$ cat config.mk
export PLATFORM = sky130hd
export DESIGN_NAME = spi_master
export DESIGN_NICKNAME = d
export VERILOG_FILES = /design/src/rtl/wes207_spi_pkg.sv /design/src/rtl/spi_clk_gen.sv /design/src/rtl/spi_master.sv
export SDC_FILE = /design/constraint.sdc
export NUM_CORES = 1
export LEC_CHECK = 0
export CELL_PAD_IN_SITES_DETAIL_PLACEMENT = 1
export CELL_PAD_IN_SITES_GLOBAL_PLACEMENT = 1
export CORE_ASPECT_RATIO = 1.25
export CORE_MARGIN = 3
export CORE_UTILIZATION = 46
export CTS_CLUSTER_DIAMETER = 80
export DETAILED_ROUTE_END_ITERATION = 7
export PLACE_DENSITY_LB_ADDON = 0.1
export SKIP_LAST_GASP = 1
export SLEW_MARGIN = 20
export SYNTH_ARGS = -nofsm -noshare
export SYNTH_HDL_FRONTEND = slang
export SYNTH_SLANG_ARGS = --single-unit
$ cat constraint.sdc
create_clock -name clk -period 3.5 [get_ports clk]
set_input_delay 0.875 -clock clk [delete_from_list [all_inputs] [get_ports clk]]
set_output_delay 0.875 -clock clk [all_outputs]
set_load 0.05 [all_outputs]
$ cat src/rtl/wes207_spi_pkg.sv
// Shared SPI frame constants, state encoding and packing helper for the WES207 SPI block set.
// Used by the master, the slave and the register wrapper.
package wes207_spi_pkg;

  localparam int unsigned PKTSZ   = 16;
  localparam int unsigned HEADER  = 8;
  localparam int unsigned PAYLOAD = 8;
  localparam int unsigned ADDRSZ  = HEADER - 1;

  localparam logic RW_READ  = 1'b1;
  localparam logic RW_WRITE = 1'b0;

  typedef enum logic [2:0] {
    IDLE,
    SETUP,
    SHIFT,
    HOLD,
    GAP
  } spi_m_state_t;

  // Frame layout on the wire: header {rw, addr} followed by payload, MSB first.
  function automatic logic [PKTSZ-1:0] spi_pack(input logic               rw,
                                                input logic [ADDRSZ-1:0]  addr,
                                                input logic [PAYLOAD-1:0] data);
    return {rw, addr, data};
  endfunction

endpackage

$ cat src/rtl/spi_clk_gen.sv
// SCLK half-period divider: one tick every ClkDiv cycles while enabled, plus rise/fall
// strobes that alternate on ticks while the shift phase is enabled.
module spi_clk_gen #(
  parameter int unsigned ClkDiv = 4
) (
  input  logic clk_i,
  input  logic rst_ni,
  input  logic en_i,
  input  logic phase_en_i,
  output logic tick_o,
  output logic rise_o,
  output logic fall_o
);

  localparam int unsigned CntW = (ClkDiv > 1) ? $clog2(ClkDiv) : 1;

  logic [CntW-1:0] cnt_q, cnt_d;
  logic            phase_q, phase_d;
  logic            tick;

  assign tick = en_i && (cnt_q == CntW'(ClkDiv - 1));

  always_comb begin
    cnt_d   = cnt_q;
    phase_d = phase_q;
    if (!en_i || tick) begin
      cnt_d = '0;
    end else begin
      cnt_d = cnt_q + 1'b1;
    end
    // Phase 0 means the next shift tick is a rising edge.
    if (!phase_en_i) begin
      phase_d = 1'b0;
    end else if (tick) begin
      phase_d = ~phase_q;
    end
  end

  always_ff @(posedge clk_i or negedge rst_ni) begin
    if (!rst_ni) begin
      cnt_q   <= '0;
      phase_q <= 1'b0;
    end else begin
      cnt_q   <= cnt_d;
      phase_q <= phase_d;
    end
  end

  assign tick_o = tick;
  assign rise_o = tick && phase_en_i && !phase_q;
  assign fall_o = tick && phase_en_i && phase_q;

endmodule

$ cat src/rtl/spi_master.sv
// Mode-0 SPI initiator: one 16-bit {rw, addr, data} frame per accepted start, MSB first,
// read payload returned on rd_data.
module spi_master
  import wes207_spi_pkg::*;
#(
  parameter int unsigned CLK_DIV = 4,
  parameter int unsigned CS_GAP  = 2
) (
  input  logic               clk,
  input  logic               reset_n,
  input  logic               start,
  input  logic               rw,
  input  logic [ADDRSZ-1:0]  addr,
  input  logic [PAYLOAD-1:0] wr_data,
  output logic               busy,
  output logic               done,
  output logic [PAYLOAD-1:0] rd_data,
  output logic               SCLK,
  output logic               SSB,
  output logic               MOSI,
  input  logic               MISO
);

  localparam int unsigned BitW = $clog2(PKTSZ + 1);
  localparam int unsigned GapW = (CS_GAP > 1) ? $clog2(CS_GAP + 1) : 1;

  spi_m_state_t       state_q, state_d;
  logic [PKTSZ-1:0]   shift_tx_q, shift_tx_d;
  logic [PAYLOAD-1:0] shift_rx_q, shift_rx_d;
  logic [BitW-1:0]    bit_cnt_q, bit_cnt_d;
  logic [GapW-1:0]    gap_cnt_q, gap_cnt_d;
  logic               rw_q, rw_d;
  logic               sclk_q, sclk_d;
  logic               ssb_q, ssb_d;
  logic               busy_q, busy_d;
  logic               done_q, done_d;
  logic [PAYLOAD-1:0] rd_data_q, rd_data_d;

  logic div_en, phase_en, tick, sclk_rise, sclk_fall;

  assign div_en   = (state_q != IDLE);
  assign phase_en = (state_q == SHIFT);

  spi_clk_gen #(
    .ClkDiv(CLK_DIV)
  ) u_clk_gen (
    .clk_i      (clk),
    .rst_ni     (reset_n),
    .en_i       (div_en),
    .phase_en_i (phase_en),
    .tick_o     (tick),
    .rise_o     (sclk_rise),
    .fall_o     (sclk_fall)
  );

  always_comb begin
    state_d    = state_q;
    shift_tx_d = shift_tx_q;
    shift_rx_d = shift_rx_q;
    bit_cnt_d  = bit_cnt_q;
    gap_cnt_d  = gap_cnt_q;
    rw_d       = rw_q;
    sclk_d     = sclk_q;
    ssb_d      = ssb_q;
    busy_d     = busy_q;
    done_d     = 1'b0;
    rd_data_d  = rd_data_q;

    unique case (state_q)
      IDLE: begin
        if (start) begin
          shift_tx_d = spi_pack(rw, addr, wr_data);
          shift_rx_d = '0;
          bit_cnt_d  = '0;
          rw_d       = rw;
          ssb_d      = 1'b0;
          busy_d     = 1'b1;
          state_d    = SETUP;
        end
      end
      SETUP: begin
        if (tick) begin
          state_d = SHIFT;
        end
      end
      SHIFT: begin
        if (sclk_rise) begin
          sclk_d     = 1'b1;
          // Only the last PAYLOAD samples survive, so header-phase MISO drops out naturally.
          shift_rx_d = {shift_rx_q[PAYLOAD-2:0], MISO};
          bit_cnt_d  = bit_cnt_q + 1'b1;
        end else if (sclk_fall) begin
          sclk_d     = 1'b0;
          shift_tx_d = {shift_tx_q[PKTSZ-2:0], 1'b0};
          if (bit_cnt_q == BitW'(PKTSZ)) begin
            state_d = HOLD;
          end
        end
      end
      HOLD: begin
        if (tick) begin
          ssb_d     = 1'b1;
          done_d    = 1'b1;
          gap_cnt_d = '0;
          if (rw_q == RW_READ) begin
            rd_data_d = shift_rx_q;
          end
          state_d = GAP;
        end
      end
      GAP: begin
        if (tick) begin
          if (gap_cnt_q == GapW'(CS_GAP - 1)) begin
            busy_d  = 1'b0;
            state_d = IDLE;
          end else begin
            gap_cnt_d = gap_cnt_q + 1'b1;
          end
        end
      end
      default: begin
        state_d = IDLE;
      end
    endcase
  end

  always_ff @(posedge clk or negedge reset_n) begin
    if (!reset_n) begin
      state_q    <= IDLE;
      shift_tx_q <= '0;
      shift_rx_q <= '0;
      bit_cnt_q  <= '0;
      gap_cnt_q  <= '0;
      rw_q       <= RW_WRITE;
      sclk_q     <= 1'b0;
      ssb_q      <= 1'b1;
      busy_q     <= 1'b0;
      done_q     <= 1'b0;
      rd_data_q  <= '0;
    end else begin
      state_q    <= state_d;
      shift_tx_q <= shift_tx_d;
      shift_rx_q <= shift_rx_d;
      bit_cnt_q  <= bit_cnt_d;
      gap_cnt_q  <= gap_cnt_d;
      rw_q       <= rw_d;
      sclk_q     <= sclk_d;
      ssb_q      <= ssb_d;
      busy_q     <= busy_d;
      done_q     <= done_d;
      rd_data_q  <= rd_data_d;
    end
  end

  // The transmit register is all zeros outside a frame, so its MSB doubles as the MOSI flop.
  assign MOSI    = shift_tx_q[PKTSZ-1];
  assign SCLK    = sclk_q;
  assign SSB     = ssb_q;
  assign busy    = busy_q;
  assign done    = done_q;
  assign rd_data = rd_data_q;

endmodule

### Yosys cells after proc, flatten, opt, wreduce, memory -nomap -nowiden

Cells that the tools add are included.
Widths: inputs -> output; s select.

* add/subtract/negate cells: 3
* multiply operators: 0
* div/mod/pow operators: 0
* $lt $le $gt $ge: 0
* equal/unequal tests: 18
* shift-type cells: 0
* multiplexer cells: 37
* bitwise logic cells: 1
* reductions and logical operators: 23

Operators with widths (number)
* $mux 16: 3
* $pmux 16 s2: 1
* $mux 3: 8
* $mux 8: 2
* $ne 2x2->1 const B: 8
* $pmux 8 s2: 1
* $pmux 3 s5: 1
* $reduce_and 4->1: 3
* $mux 1: 11
* $mux 5: 2
* $pmux 5 s2: 1
* $reduce_bool 2->1: 5
* $reduce_and 3->1: 3
* $mux 2: 4
* $reduce_and 8->1: 1
* $eq 3x2->1 const B: 2
* $ne 2x1->1 const B: 3
* $add 5x1->5 const B: 1
* $eq 5x5->1 const B: 1
* $add 2x1->2 const B: 2
* $logic_and 1x1->1: 4
* $pmux 1 s2: 2
* $pmux 2 s2: 1
* $reduce_and 2->1: 2
* other kinds (9): 10

* flip-flop bits (word level): 50
* bits in latches: 0
* bits in writable memories: 0
* ROM bits: 0
* word-level logic and storage cells: 95
* memories kept: 0

### Logic depth before layout (Yosys ltp)

Gate-level depths: netlist of run 1.

* depth after elaboration: 7
* mapped depth: 8
* depth with buffers taken out: 5

### By module

A second synthesis of run 1 with hierarchy kept.

* cells, all modules: 176
* area total of the unflattened synthesis: 2436.1 um^2

By module, submodules not included
* spi_master: times used 1, cells each 164, area an instance 2297.2 um^2, seq. area each 1177.4 um^2
* spi_clk_gen: times used 1, cells each 12, area an instance 138.9 um^2, seq. area each 75.1 um^2

### Worst setup path before layout of run 1

OpenSTA, ideal clock, no wires.

* path kind: input-to-reg
* from: input port start
* to: register shift_tx_q[6]
* setup time: 0.123 ns
* arrival time: 1.765 ns
* required time: 3.377 ns
* setup slack: 1.612 ns
* stages on the path: 4
* buffers on the path: 1
* path through: nor4b_1 > clkbuf_1 > or2b_1 > o221a_1

* cells in the longest elaborated chain, start to end: 2

Ends and longest elaborated chain
* from (decl): line spi_master.sv:11 `input logic start,`
* $ne 2x2->1 (no source line)
* $reduce_and 4->1 (no source line)
* to (signal assigned): line spi_master.sv:142 `shift_tx_q <= shift_tx_d;`
* to (decl): line spi_master.sv:28 `logic [PKTSZ-1:0] shift_tx_q, shift_tx_d;`

No other way between the ends.
A chain may end at the register's enable or synchronous reset.

### Final worst setup path of run 1

* from: register ssb_q (netlist: SSB)
* to: output port SSB

RTL lines
* from (decl): line spi_master.sv:34 `logic ssb_q, ssb_d;`
* from (signal assigned): line spi_master.sv:148 `ssb_q <= ssb_d;`
* to (decl): line spi_master.sv:19 `output logic SSB,`

No word-level cell between the ends.

==> summary.txt, run 1 <==
Net Count, Synth = 218
Die Span Y = 84.54 µm
Max Clock Freq = 397.3 MHz
Boundary Pins = 33
GRT Overall Usage = 19.22%
Top FF cell, synth = dfrtp_1
Synthesis-to-finish area growth = 19.07%
Post-Syn Area = 2270 µm²
Number of synthesized register bits = 50
Site row count = 27
Slew Limit Fails = 0
Area of the core = 4594 µm²
Top cells by area, synth = dfrtp_1, o221a_1, mux2_2
Max-Cap Viols = 0
Crit path launch type = flop
Worst Setup Path Type = flop to output pin
Async S/R FF share, synth = 100.0%
CP endpoint kind = output pin
DRC = 0
Status = finished, final reports clean
Most frequent cell after synthesis = dfrtp_1
Slew @ Worst Pin = 709.8 ps
Cts hold-fix bufs = 0
First-pass GRT wire length = 8549 µm
Port Buffer Count = 32
ANT nets after route = 0
Chip Width = 68.83 µm
Final Skew = 6.209 ps
Peak VDD IR = 0.2268 mV
CTS Sinks = 50
Worst Path Arrival = 1640 ps
DP HPWL = 3444 µm
Worst Path Max Fanout = 2
N_diodes = 0
Bufs and invs on worst path = 1
Yosys warnings = 0
Crit-path cells = clkdlybuf4s50_1
Postcts setup bufs = 0
Crit path time final = 2517 ps
Fin nets = 245
Fillers = 496
RSZ-0062 raised after global routing = false
Initial antenna violation count = 0
Share of cells above drive strength 1 = 13.51%
Clock-pin transition on the worst setup and hold timing paths = 90 ps
DIE AREA = 5818 µm²
Clk_lat worst skew = 300 ps
Yosys top cell by area = dfrtp_1
TritonCTS clock tree = built
Sequential-to-total area share from yosys stat = 55.18%
Type of the most critical hold path = flop to flop
H-tree depth = 2
Clock buffer depth = 2
Cells after Synth = 194
Netlist cell types = 38
Root buf cell = clkbuf_8
Power consumption = 1.041 mW
Num CTS Buffers = 5
PwrDens = 385.2 nW/µm²
Critical-path top delay cell = clkdlybuf4s50_1
CP delay by family, top = buffers and inverters
Global route overflow = 0
Post-synth EDFFs = 0
Vias per cell = 5.675
Setup TNS = 0 ps
Drt wl/cell = 17.71 µm
Leakage power = 1.197 nW
Largest net degree at the start of global routing = 51
Slowest stage delay, CP = 800 ps
DRT Pass-1 Iters = 4
Setup violations, final = 0
Post-cts sizing count = 0
GP Congestion = 0.7886
Post-Route WL = 4959 µm
Slew headroom = 52.56%
Reg2reg start = u_clk_gen.cnt_q[0]
Initial Utilization = 49.40%
DR iter-0 viols = 76
Vias in the first global route = 1754
CP Launch Point = SSB
Synth top cells by count = dfrtp_1, nand2_1, nand2b_1
Tcrit/Tclk final = 71.92%
Hold Vio Cnt, Final = 0
Syn avg cell area = 11.70 µm²
Top-area cell type share of the netlist area = 54.02%
DR vias = 1589
Hold Startpoint = u_clk_gen.cnt_q[0]
CP required = 2620 ps
-- final timing paths --
check	slack, ps	depth (start not counted)	endpoint
max	980	1	SSB
min	460	1	u_clk_gen.cnt_q[0]
max reg2reg	1460	5	bit_cnt_q[1]
min reg2reg	460	1	u_clk_gen.cnt_q[0]
max in group asynchronous	2500	1	busy
min in group asynchronous	580	1	shift_tx_q[10]
-- cell type report --
type / count / area (µm²) / area share (%)
clock inverters: 3 / 45.04 / 1.667
flip-flops and latches: 50 / 1252 / 46.34
well taps: 58 / 72.57 / 2.685
clock buffers: 5 / 68.82 / 2.546
multi-input cells: 116 / 878.3 / 32.50
repair buffers: 34 / 332.8 / 12.31
inverters: 14 / 52.55 / 1.944
-- where the power goes --
| group | leakage (nW) | switching, mW | internal (mW) |
|---|---|---|---|
| Sequential | 0.632 | 0.00451 | 0.583 |
| Clock | 0.0504 | 0.198 | 0.213 |
| Combinational | 0.514 | 0.0176 | 0.0247 |
-- routing by layer --
| layer | GRT usage [%] | part of all wire (%) | vias to the layer above |
|---|---|---|---|
| met2 | 32.75 | 53 | 22 |
| met3 | 4.284 | 2.6 | 5 |
| met4 | 6.383 | 1.4 | 0 |
| met5 | 0 | 0 | - |
| met1 | 23.40 | 43 | 819 |
| li1 | - | - | 743 |
-- layout by cell type (no fill, tap or decap), types with 2 or more instances in the layout --
| cell type | count |
|---|---|
| nand2_1 | 17 |
| xnor2_1 | 2 |
| dfrtp_1 | 49 |
| ha_1 | 4 |
| nand2b_1 | 15 |
| nor3_1 | 2 |
| o21ai_0 | 11 |
| a21oi_1 | 4 |
| clkbuf_8 | 5 |
| o221a_1 | 10 |
| nand3_1 | 2 |
| nor4_1 | 2 |
| clkdlybuf4s50_1 | 31 |
| inv_1 | 14 |
| clkinvlp_4 | 2 |
| o31ai_1 | 2 |
| mux2_2 | 9 |
| buf_4 | 3 |
| nor3b_1 | 2 |
| nor2_1 | 3 |
| o221a_2 | 5 |
| o211ai_1 | 8 |
| mux2i_1 | 3 |
| nand4b_1 | 3 |
-- cell families (layout without fill, tap and decap cells) --
group | Yosys count | count (layout) | synth area share [%]
multiplexers | 12 | 12 | 5.788
buffers and inverters | 28 | 56 | 6.394
flip-flops | 50 | 50 | 55.18
XOR/XNOR | 2 | 2 | 0.7719
adder cells (fa/ha/maj) | 4 | 4 | 2.205
AO/OA/AOI/OAI | 45 | 45 | 16.26
AND/OR/NAND/NOR | 53 | 53 | 13.40
-- flip-flops by register name, indices dropped and copies added (netlist names), 2 cells and up --
signal / cells
rd_data: 8
bit_cnt_q: 5
shift_tx_q: 16
shift_rx_q: 8
gap_cnt_q: 2
u_clk_gen.cnt_q: 2
state_q: 3
-- stage by stage --
step	util [%]	setup slack, ps	cells	cell area, µm²	hold slack [ps]
global placement	56.29	918.2	272	2586	424.9
detailed placement	56.29	840.8	272	2586	457.4
global route	58.82	941.4	280	2703	506.9
floorplan	-	1612	194	2270	415.0
finish	58.82	982.7	280	2703	464.7
CTS	58.77	971.7	280	2700	470.4
Power figures use the tool's default switching activity.
==> inputs of run 2 (changes only) <==
Settings changed: CORE_UTILIZATION 46 to 43.
Clock period 3.5 ns to 2.47 ns, I/O delays scaled along.
==> run 2 against run 1 <==
Non-clock buffer count is 2 higher. Setup slack worse by 760 ps. Highest routed layer unchanged. Combinational power is 44% higher. Sequential share of layout area is 0.51 points lower. Cell count is 1.4% higher. Global-route usage is 1.9 points lower.
==> summary.txt, run 2 (same netlist as run 1, synthesis figures left out) <==
Slew headroom = 58.42%
Share of cells above drive strength 1 = 13.84%
ANT nets after route = 0
Max reg flops = 16
CP delay by family, top = buffers and inverters
Vias in the first global route = 1749
Worst Path Max Fanout = 2
Fin nets = 247
Setup violations, final = 0
DP HPWL = 3264 µm
Initial Utilization = 46.28%
Num CTS Buffers = 5
Power consumption = 1.483 mW
GP Congestion = 0.7335
Max-Cap Viols = 0
Hold slack = 420.3 ps
RSZ-0062 raised after global routing = false
DRT Pass-1 Iters = 4
PwrDens = 542.6 nW/µm²
Crit-path cells = clkdlybuf4s50_1
Site row count = 28
Reg with most FFs = shift_tx_q
Worst Path Arrival = 1630 ps
Root buf cell = clkbuf_8
First-pass GRT wire length = 8562 µm
Chip Width = 70.98 µm
Max Clock Freq = 444.1 MHz
DR vias = 1585
Initial antenna violation count = 0
CP required = 1850 ps
Postcts setup bufs = 0
Fin cells = 284
Largest net degree at the start of global routing = 51
Clk_lat worst skew = 290 ps
Leading cell types in the layout, fill and taps excluded = dfrtp_1, clkdlybuf4s50_1, nand2_1, nand2b_1, inv_1
Hold Vio Cnt, Final = 0
Final core occ = 55.71%
Post-cts sizing count = 0
Vias per cell = 5.581
Area of the core = 4905 µm²
Cells after DPL = 276
CP endpoint kind = output pin
Worst Setup Path Type = flop to output pin
Crit path time final = 2252 ps
TritonCTS clock tree = built
Type of the most critical hold path = input port to async pin
Setup TNS = 0 ps
DR iter-0 viols = 155
Port Buffer Count = 32
Clock buffer depth = 2
DIE AREA = 6191 µm²
Slew @ Worst Pin = 623.8 ps
Cts hold-fix bufs = 0
Final Skew = 4.369 ps
Die Span Y = 87.23 µm
Status = finished, final reports clean
H-tree depth = 2
Most common cell after layout, fill and taps aside = dfrtp_1
Synthesis-to-finish area growth = 20.40%
Drt wl/cell = 16.82 µm
Tcrit/Tclk final = 91.17%
GRT Overall Usage = 17.29%
CTS Sinks = 50
Slew Limit Fails = 0
Post-Route WL = 4777 µm
DRC = 0
Clock-pin transition on the worst setup and hold timing paths = 90 ps
Critical-path top delay cell = clkdlybuf4s50_1
N_diodes = 0
Leakage power = 1.216 nW
Bufs and invs on worst path = 1
Peak VDD IR = 0.2956 mV
Boundary Pins = 33
Crit path launch type = flop
Slowest stage delay, CP = 800 ps
Global route overflow = 0
run 2: where the power goes:
group          switching [mW]  total, mW  internal (mW)  leakage (nW)
sequential            0.00623      0.833          0.826         0.632
clock                   0.259      0.589          0.330        0.0585
combinational          0.0252     0.0608         0.0356         0.525
run 2: final timing paths:
kind	from	endpoint	slack, ps	cells past startpoint
setup / recovery	SSB	SSB	220	1
hold / removal	reset_n	rd_data[5]	420	2
setup reg to reg	u_clk_gen.cnt_q[0]	shift_tx_q[9]	570	5
hold reg to reg	u_clk_gen.cnt_q[0]	u_clk_gen.cnt_q[0]	440	1
max in group asynchronous	reset_n	u_clk_gen.cnt_q[0]	1630	2
min in group clk	u_clk_gen.cnt_q[0]	u_clk_gen.cnt_q[0]	440	1
run 2: final cells by class:
| cell class | instances | area, µm² |
|---|---|---|
| inverter | 14 | 52.55 |
| tap | 60 | 75.07 |
| multi-input combinational | 116 | 878.3 |
| fill | 527 | 2172 |
| clock buffer | 7 | 86.33 |
| sequential | 50 | 1252 |
| timing repair buffer | 36 | 357.8 |
| clock inverter | 1 | 30.03 |
run 2: layer usage:
metal / GRT usage [%] / up-vias / share of wire, %
met2: 29.45 / 27 / 51
li1: - / 748 / -
met4: 4.615 / 0 / 0.98
met3: 3.464 / 4 / 3.7
met1: 22.54 / 806 / 44
met5: 0 / - / 0
run 2: per-stage QoR:
step / setup slack, ps / cell area, µm²
after global routing: 173.5 / 2733
after CTS: 198.9 / 2733
after detailed placement: 173.4 / 2616
after floorplan: 797.2 / 2270
final: 218.2 / 2733
after global placement: 222.5 / 2616
